<file path="src/rtl/ring_led_sequencer.sv">
// rtl/ring_led_sequencer.sv - command-driven rotating LED ring sequencer
module ring_led_sequencer #(
  parameter int WIDTH  = 4,
  parameter int DIV_W  = 8,
  parameter int STEP_W = 8
) (
  input  logic              CLK,
  input  logic              clr,
  input  logic              cmd_valid,
  output logic              cmd_ready,
  input  logic [1:0]        cmd_op,
  input  logic [WIDTH-1:0]  cmd_data,
  input  logic [STEP_W-1:0] cmd_steps,
  input  logic [DIV_W-1:0]  cmd_div,
  output logic [WIDTH-1:0]  LED,
  output logic              busy,
  output logic              done
);

  localparam logic [1:0] OP_LOAD  = 2'b00;
  localparam logic [1:0] OP_RUN_L = 2'b01;
  localparam logic [1:0] OP_RUN_R = 2'b10;
  localparam logic [1:0] OP_STOP  = 2'b11;

  typedef enum logic {IDLE, RUN} state_e;

  state_e              state_q, state_d;
  logic [WIDTH-1:0]    led_q, led_d;
  logic [DIV_W-1:0]    presc_q, presc_d;
  logic [DIV_W-1:0]    div_q, div_d;
  logic [STEP_W-1:0]   steps_q, steps_d;
  logic                dir_right_q, dir_right_d;
  logic                done_q, done_d;
  logic                accept;
  logic [WIDTH-1:0]    led_rot;

  // Only STOP can break into a running sequence; everything else waits for IDLE.
  assign cmd_ready = (state_q == IDLE) || (cmd_op == OP_STOP);
  assign accept    = cmd_valid && cmd_ready;

  assign LED  = led_q;
  assign busy = (state_q == RUN);
  assign done = done_q;

  // Next pattern if this edge is a step, in the latched direction.
  always_comb begin
    led_rot = led_q;
    if (dir_right_q) led_rot = {led_q[0], led_q[WIDTH-1:1]};
    else             led_rot = {led_q[WIDTH-2:0], led_q[WIDTH-1]};
  end

  // Next-state logic: command handling in IDLE, prescaled stepping in RUN.
  always_comb begin
    state_d     = state_q;
    led_d       = led_q;
    presc_d     = presc_q;
    div_d       = div_q;
    steps_d     = steps_q;
    dir_right_d = dir_right_q;
    done_d      = 1'b0;
    unique case (state_q)
      IDLE: begin
        if (accept) begin
          unique case (cmd_op)
            OP_LOAD: led_d = cmd_data;
            OP_RUN_L, OP_RUN_R: begin
              dir_right_d = (cmd_op == OP_RUN_R);
              steps_d     = cmd_steps;
              div_d       = cmd_div;
              presc_d     = '0;
              state_d     = RUN;
            end
            default: ;
          endcase
        end
      end
      RUN: begin
        if (accept) begin
          // STOP takes priority over a step falling on the same edge.
          state_d = IDLE;
          presc_d = '0;
        end else if (presc_q == div_q) begin
          led_d   = led_rot;
          presc_d = '0;
          if (steps_q != '0) begin
            steps_d = steps_q - STEP_W'(1);
            if (steps_q == STEP_W'(1)) begin
              state_d = IDLE;
              done_d  = 1'b1;
            end
          end
        end else begin
          presc_d = presc_q + DIV_W'(1);
        end
      end
      default: state_d = IDLE;
    endcase
  end

  // State registers with asynchronous active-low clear.
  always_ff @(posedge CLK or negedge clr) begin
    if (!clr) begin
      state_q     <= IDLE;
      led_q       <= WIDTH'(1);
      presc_q     <= '0;
      div_q       <= '0;
      steps_q     <= '0;
      dir_right_q <= 1'b0;
      done_q      <= 1'b0;
    end else begin
      state_q     <= state_d;
      led_q       <= led_d;
      presc_q     <= presc_d;
      div_q       <= div_d;
      steps_q     <= steps_d;
      dir_right_q <= dir_right_d;
      done_q      <= done_d;
    end
  end

endmodule

</file>
<file path="config.mk">
export PLATFORM = sky130hd
export DESIGN_NAME = ring_led_sequencer
export DESIGN_NICKNAME = d
export VERILOG_FILES = /design/src/rtl/ring_led_sequencer.sv
export SDC_FILE = /design/constraint.sdc
export NUM_CORES = 1
export LEC_CHECK = 0
export CAP_MARGIN = 20
export CORE_MARGIN = 3
export CORE_UTILIZATION = 30
export CTS_CLUSTER_DIAMETER = 200
export DETAILED_ROUTE_END_ITERATION = 7
export RECOVER_POWER = 100
export SETUP_SLACK_MARGIN = 0.3
export SLEW_MARGIN = 10
export SYNTH_ARGS = -nofsm -noshare
export SYNTH_HDL_FRONTEND = slang
export SYNTH_SLANG_ARGS = --single-unit
export TNS_END_PERCENT = 100
</file>
<file path="constraint.sdc">
create_clock -name CLK -period 2.55 [get_ports CLK]
set_clock_uncertainty 0.15 [all_clocks]
set_input_delay 0.765 -clock CLK [delete_from_list [all_inputs] [get_ports CLK]]
set_output_delay 0.765 -clock CLK [all_outputs]
set_load 0.005 [all_outputs]
</file>
## Word level (Yosys, flattened, before mapping)

Index checks and enable logic that the tools add are counted.

| storage, ports and cells | value |
|---|---|
| logic and storage cells | 59 |
| flip-flop bits (word level) | 31 |
| output and inout bits | 7 |

| operators by class | value |
|---|---|
| bitwise logic cells | 1 |
| muxes and demuxes | 29 |
| equal/unequal tests | 11 |
| add/subtract/negate cells | 2 |
| reductions and logical operators | 9 |

Operator list:

| operator | count |
|---|---|
| two-way mux 8 bit | 9 |
| case mux 8 bit (2 select lines) | 2 |
| two-way mux 4 bit | 5 |
| two-way mux 1 bit | 11 |
| adder 8 x 1 -> 8 bit (second input constant) | 1 |
| equality test 8 x 1 -> 1 bit (second input constant) | 1 |
| equality test 8 bit | 1 |
| inequality test 2 x 1 -> 1 bit (second input constant) | 4 |
| case mux 4 bit (2 select lines) | 1 |
| nonzero test 8 bit | 1 |
| subtractor 8 x 1 -> 8 bit (second input constant) | 1 |
| AND reduction 5 bit | 1 |
| equality test 2 bit (second input constant) | 2 |
| inequality test 2 bit (second input constant) | 2 |
| AND reduction 4 bit | 1 |
| AND reduction 3 bit | 1 |
| equality test 2 x 1 -> 1 bit (second input constant) | 1 |
| logical NOT 2 bit | 1 |
| case mux 1 bit (2 select lines) | 1 |
| AND reduction 2 bit | 1 |
| OR reduction 2 bit | 1 |
| logical AND 1 bit | 1 |
| logical OR 1 bit | 1 |
| inverter 1 bit | 1 |

## Logic depth before layout (Yosys ltp)

| depth | value |
|---|---|
| depth after elaboration | 6 |
| mapped depth | 9 |
| mapped depth without buffers | 7 |

## Worst setup path after synthesis

Ideal clock, no wire load.

| timing path | value |
|---|---|
| path kind | input -> register |
| start point | input port cmd_op[0] |
| end point | register steps_q[1] |
| required time | 2.264 ns |
| stages on the path | 9 |
| setup time | 0.136 ns |
| path slack | 0.179 ns |
| path buffers | 2 |
| data arrival time | 2.084 ns |
| path through | inv_1 ha_1 nand3b_1 buf_2 a32oi_2 buf_4 nand2_1 o21ai_0 a21oi_1 |

| between the ends | value |
|---|---|
| cells in the longest elaborated chain, start to end | 5 |
| elaborated cells on any way between the ends | 10 |
| those cells by class | eq/ne: 6; reduce/logical: 4 |

Ends and longest elaborated chain:

| element | line | text |
|---|---|---|
| start: declaration | 11 | `input logic [1:0] cmd_op,` |
| equality test 2 bit | 38 | `assign cmd_ready = (state_q == IDLE) \|\| (cmd_op == OP_STOP);` |
| logical OR 1 bit | 38 |  |
| logical AND 1 bit | 39 | `assign accept = cmd_valid && cmd_ready;` |
| inequality test 2 bit (no line) | n/a |  |
| AND reduction 5 bit (no line) * | n/a |  |
| end signal: assignment | 115 | `steps_q <= steps_d;` |
| end: declaration | 31 | `logic [STEP_W-1:0] steps_q, steps_d;` |

Mark *: on every way between the ends. The rest lies on a longest branch, timed or not.
A chain may end at the register's enable or synchronous reset.

## Worst setup path after layout

| timing path | value |
|---|---|
| start point | input port cmd_valid |
| end point | register div_q[4] |

| between the ends | value |
|---|---|
| cells in the longest elaborated chain, start to end | 2 |

Ends and longest elaborated chain:

| element | line | text |
|---|---|---|
| start: declaration | 9 | `input logic cmd_valid,` |
| logical AND 1 bit | 39 |  |
| AND reduction 3 bit (no line) | n/a |  |
| end signal: assignment | 114 | `div_q <= div_d;` |
| end: declaration | 30 | `logic [DIV_W-1:0] div_q, div_d;` |

Every way passes these cells.

==> tab_implementation.tex <==
\begin{tabular}{lr}
\hline
Metric & Value \\
\hline
\multicolumn{2}{l}{\textbf{Outcome}} \\
Status & completed \\
\multicolumn{2}{l}{\textbf{Layout}} \\
Fraction of final layout cells sized beyond drive strength 1 & 21.2\% \\
Final core utilization & a little over two fifths \\
Number of diodes & 0 \\
Final-stage net count & 267 \\
Synth-to-layout area growth & 35.3\% \\
Total of fill cells in the finished design & $\sim$550 \\
Post-route insts no fill & slightly above 300 \\
\multicolumn{2}{l}{\textbf{STA}} \\
Final total negative setup slack & 0 ns \\
Setup slack after layout & roughly 0.21 ns \\
Highest clock frequency the design can meet & $\sim$430 MHz \\
Hold violation total from the final report & 0 \\
RSZ-0062 raised after global routing & yes \\
Slew Viols, Final & 0 \\
Time the final worst path needs with I/O delays and setup & approximately 2.3 ns \\
Final setup violating endpoints & 0 \\
Actual slew at the worst max-slew pin & approximately 0.78 ns \\
Fraction of the cycle the final worst path needs & between 90\% and 100\% \\
Slew margin rel. & a little under half \\
\multicolumn{2}{l}{\textbf{Worst setup path}} \\
Max incr delay on CP & 0.58 ns \\
Data arrival time of the critical path & about 2.4 ns \\
Number of buffer and inverter stages on the critical path & 2 \\
Cell family with most CP delay & buffers and inverters \\
Data required, critical path & 2.56 ns \\
Category of the critical setup timing path & in2reg \\
Critical Path Start Type & input pin \\
Max Fanout on Critical Path & 18 \\
Cells traversed along the worst timing path & dlygate4sd3\_1 -> nand3b\_1 -> clkbuf\_2 -> mux2\_2 \\
Slowest library cell on the worst path & sky130\_fd\_sc\_hd\_\_dlygate4sd3\_1 \\
Worst setup EP type & flip-flop \\
\multicolumn{2}{l}{\textbf{Floorplanning}} \\
Std-Cell Core Area & roughly 5600 µm² \\
Site Rows & 27 \\
Initial cell density of the core & 31.8\% \\
Top-level port count & 32 \\
Die Height & around 83 µm \\
Die area & 6940 µm² \\
Die width & roughly 83 µm \\
\multicolumn{2}{l}{\textbf{Power}} \\
Overall power consumption & roughly 0.0024 W \\
Total power divided by cell area & 975 nW/µm² \\
LEAKAGE & slightly below 1 nW \\
IR drop worst, VDD & roughly 330 µV \\
\multicolumn{2}{l}{\textbf{Yosys}} \\
Nets in the synthesized netlist & 217 \\
Warnings from Yosys & 0 \\
Post-Syn Area & 1790 µm² \\
Number of distinct library cell variants in the gate-level netlist after synthesis & 36 \\
Number of standard cells after synthesis & $\sim$190 \\
Dominant cells by area after synthesis & sky130\_fd\_sc\_hd\_\_dfrtp\_1 (42\%), sky130\_fd\_sc\_hd\_\_mux2\_2 (8.2\%), sky130\_fd\_sc\_hd\_\_xnor2\_1 (5.4\%) \\
Number of storage elements in the synthesis netlist & 31 \\
Dominant cell type by area after synthesis & sky130\_fd\_sc\_hd\_\_dfrtp\_1 \\
Sequential fraction of the synthesis area & roughly 43\% \\
Count of flip-flops with a built-in enable after synthesis & 0 \\
Most common cell in the synthesized netlist & sky130\_fd\_sc\_hd\_\_dfrtp\_1 \\
Most instantiated cells after synthesis & sky130\_fd\_sc\_hd\_\_dfrtp\_1 (30), sky130\_fd\_sc\_hd\_\_nor2\_1 (19), sky130\_fd\_sc\_hd\_\_mux2\_2 (13) \\
Share of synthesized flip-flops with an asynchronous set or reset & 100\% \\
Area fraction of the dominant cell type after synthesis & 41.9\% \\
Syn avg cell area & a little under 10 µm² \\
Synth Flop Type & sky130\_fd\_sc\_hd\_\_dfrtp\_1 \\
\multicolumn{2}{l}{\textbf{Route}} \\
Antenna Nets Post-Route & 0 \\
Number of vias in the routed layout & approximately 1500 \\
Violation count after the first detailed-routing iteration & 54 \\
Length of routed met3 wiring & 241 µm \\
Total Routed Length & 4.10 mm \\
Top routing layer in use & met4 \\
Count of TritonRoute iterations in the first routing pass & 4 \\
Met2 Routed Length & 1.99 mm \\
Avg WL per Cell & between 10 and 15 µm \\
\# DRC & 0 \\
Total routed wire length on the met1 layer & roughly 1.8 mm \\
Vias/cell & $\sim$5 \\
\multicolumn{2}{l}{\textbf{Place}} \\
IO Port Bufs & 31 \\
Cells after DPL & roughly 300 \\
Placed wire-length estimate & roughly 2.9 mm \\
DP Worst Slack & -0.495 ns \\
Routability congestion estimate from global placement & a little over 0.8 \\
\multicolumn{2}{l}{\textbf{CTS}} \\
Number of buffers added by the clock tree synthesis step & 5 \\
Clock slew at the register clock pins of the worst setup and hold paths & roughly 0.060 ns \\
Max Root-Sink Buffers & 2 \\
CTS tree & built \\
CTS sink cnt & 31 \\
Source-to-sink clock delay at the later pin of the worst-skew pair & $\sim$0.29 ns \\
Buffer type at the clock tree root & sky130\_fd\_sc\_hd\_\_clkbuf\_8 \\
Maximum level of the CTS H-tree & 2 \\
Hold-fix buffer count after cts & 0 \\
\multicolumn{2}{l}{\textbf{Global routing}} \\
Largest net degree at the start of global routing & 32 \\
Number of antenna violations at the first check in global routing & 0 \\
Overflow after GRT & 0 \\
Wire length of the first global-routing pass & roughly 7.3 mm \\
Global-route total usage across every layer & roughly an eighth \\
Via count of the first global-routing pass & 1590 \\
\multicolumn{2}{l}{\textbf{Run}} \\
Max-capacitance violation count & 0 \\
\multicolumn{2}{l}{\textbf{Hold path}} \\
Worst hold path type & reg2reg \\
\hline
\end{tabular}
-- layout make-up --
| class | instances | area (µm²) | area share, % |
|---|---|---|---|
| Clock buffer | 8 | 100 | 4.13 |
| Tap cell | 72 | 90.1 | 3.72 |
| Timing Repair Buffer | 52 | 453 | 18.7 |
| Multi-Input combinational cell | 136 | 970 | 40.0 |
| Sequential cell | 31 | 778 | 32.1 |
| Inverter | 9 | 33.8 | 1.39 |
-- worst register-to-register path: cells and delay by family (launching register included) --
family / cells / cell delay (ns)
buffers and inverters: 1 / 0.26
XOR/XNOR: 1 / 0.18
AO/OA/AOI/OAI: 1 / 0.24
flip-flops: 1 / 0.46
AND/OR/NAND/NOR: 3 / 0.82
-- path summary, 6_finish.rpt --
| path | slack (ns) | from | depth (start not counted) | end |
|---|---|---|---|---|
| min in group asynchronous | 0.94 | clr | 2 | steps_q[5] |
| worst min-delay path | 0.38 | div_q[6] | 1 | div_q[6] |
| worst min register to register | 0.38 | div_q[6] | 1 | div_q[6] |
| worst max register to register | 0.34 | presc_q[0] | 6 | steps_q[6] |
| worst max-delay path | 0.21 | cmd_valid | 4 | div_q[4] |
| max in group asynchronous | 0.78 | clr | 2 | busy |
-- sequential cells by signal, summed over array words and instances (netlist names) --
name	cells
done	1
div_q	8
presc_q	8
busy	1
steps_q	8
dir_right_q	1
LED	4
-- layer usage --
| layer | GRT usage [%] | up-vias |
|---|---|---|
| li1 | - | 757 |
| met1 | 16.2 | 713 |
| met2 | 20.6 | 36 |
| met3 | 4.46 | 4 |
| met4 | 3.42 | 0 |
| met5 | 0 | - |
-- cell families after synthesis --
kind of cell    Yosys count  synth area share [%]
simple gates             62                  16.9
fa+ha+maj                 7                  4.89
compound gates           36                  13.3
flops                    31                  43.4
mux                      17                  10.4
buf+inv                  18                  4.26
xor+xnor                 14                  6.84
-- report_power, final --
group / switching, W / total [W] / internal (W) / leakage, nW
Clock: 0.000183 / 0.000430 / 0.000246 / 0.0515
Combinational: 0.000458 / 0.00102 / 0.000558 / 0.562
Sequential: 0.000221 / 0.000918 / 0.000697 / 0.375
-- through the flow --
| stage | hold WS (ns) | area, µm² |
|---|---|---|
| 3_3_place_gp | 0.363 | 2290 |
| 3_5_place_dp | 0.369 | 2290 |
| 6_report | 0.379 | 2420 |
| 4_1_cts | 0.383 | 2420 |
| 2_1_floorplan | 0.319 | 1810 |
| 5_1_grt | 0.413 | 2420 |
-- placed cells by master (no fill, tap or decap), drive strengths merged --
master and count:
inv 9, or2 1, a21bo 1, o311ai 1, nand3b 2, dlygate4sd3 8, nor3b 1, nor3 12
o22ai 8, nand3 6, buf 19, xnor2 11, clkdlybuf4s50 20, o31a 1, nand4 6, dfstp 1
xor2 3, and2 1, a21o 1, clkbuf 13, mux2 13, o31ai 2, o311a 1, ha 7
a32o 1, nor2 19, o21ai 6, a21oi 11, mux2i 4, nand2 12, dfrtp 30, a32oi 1
nor4 1, nand2b 1, a311oi 2
-- repair_timing --
item                                   4_1_cts  5_1_grt
setup endpoints to repair                   26        6
pin swaps                                    1        1
endpoints found under the hold margin        0        0
resized for setup                           17        3
buffers inserted                             3        1
(Power assumes the default switching activity.)
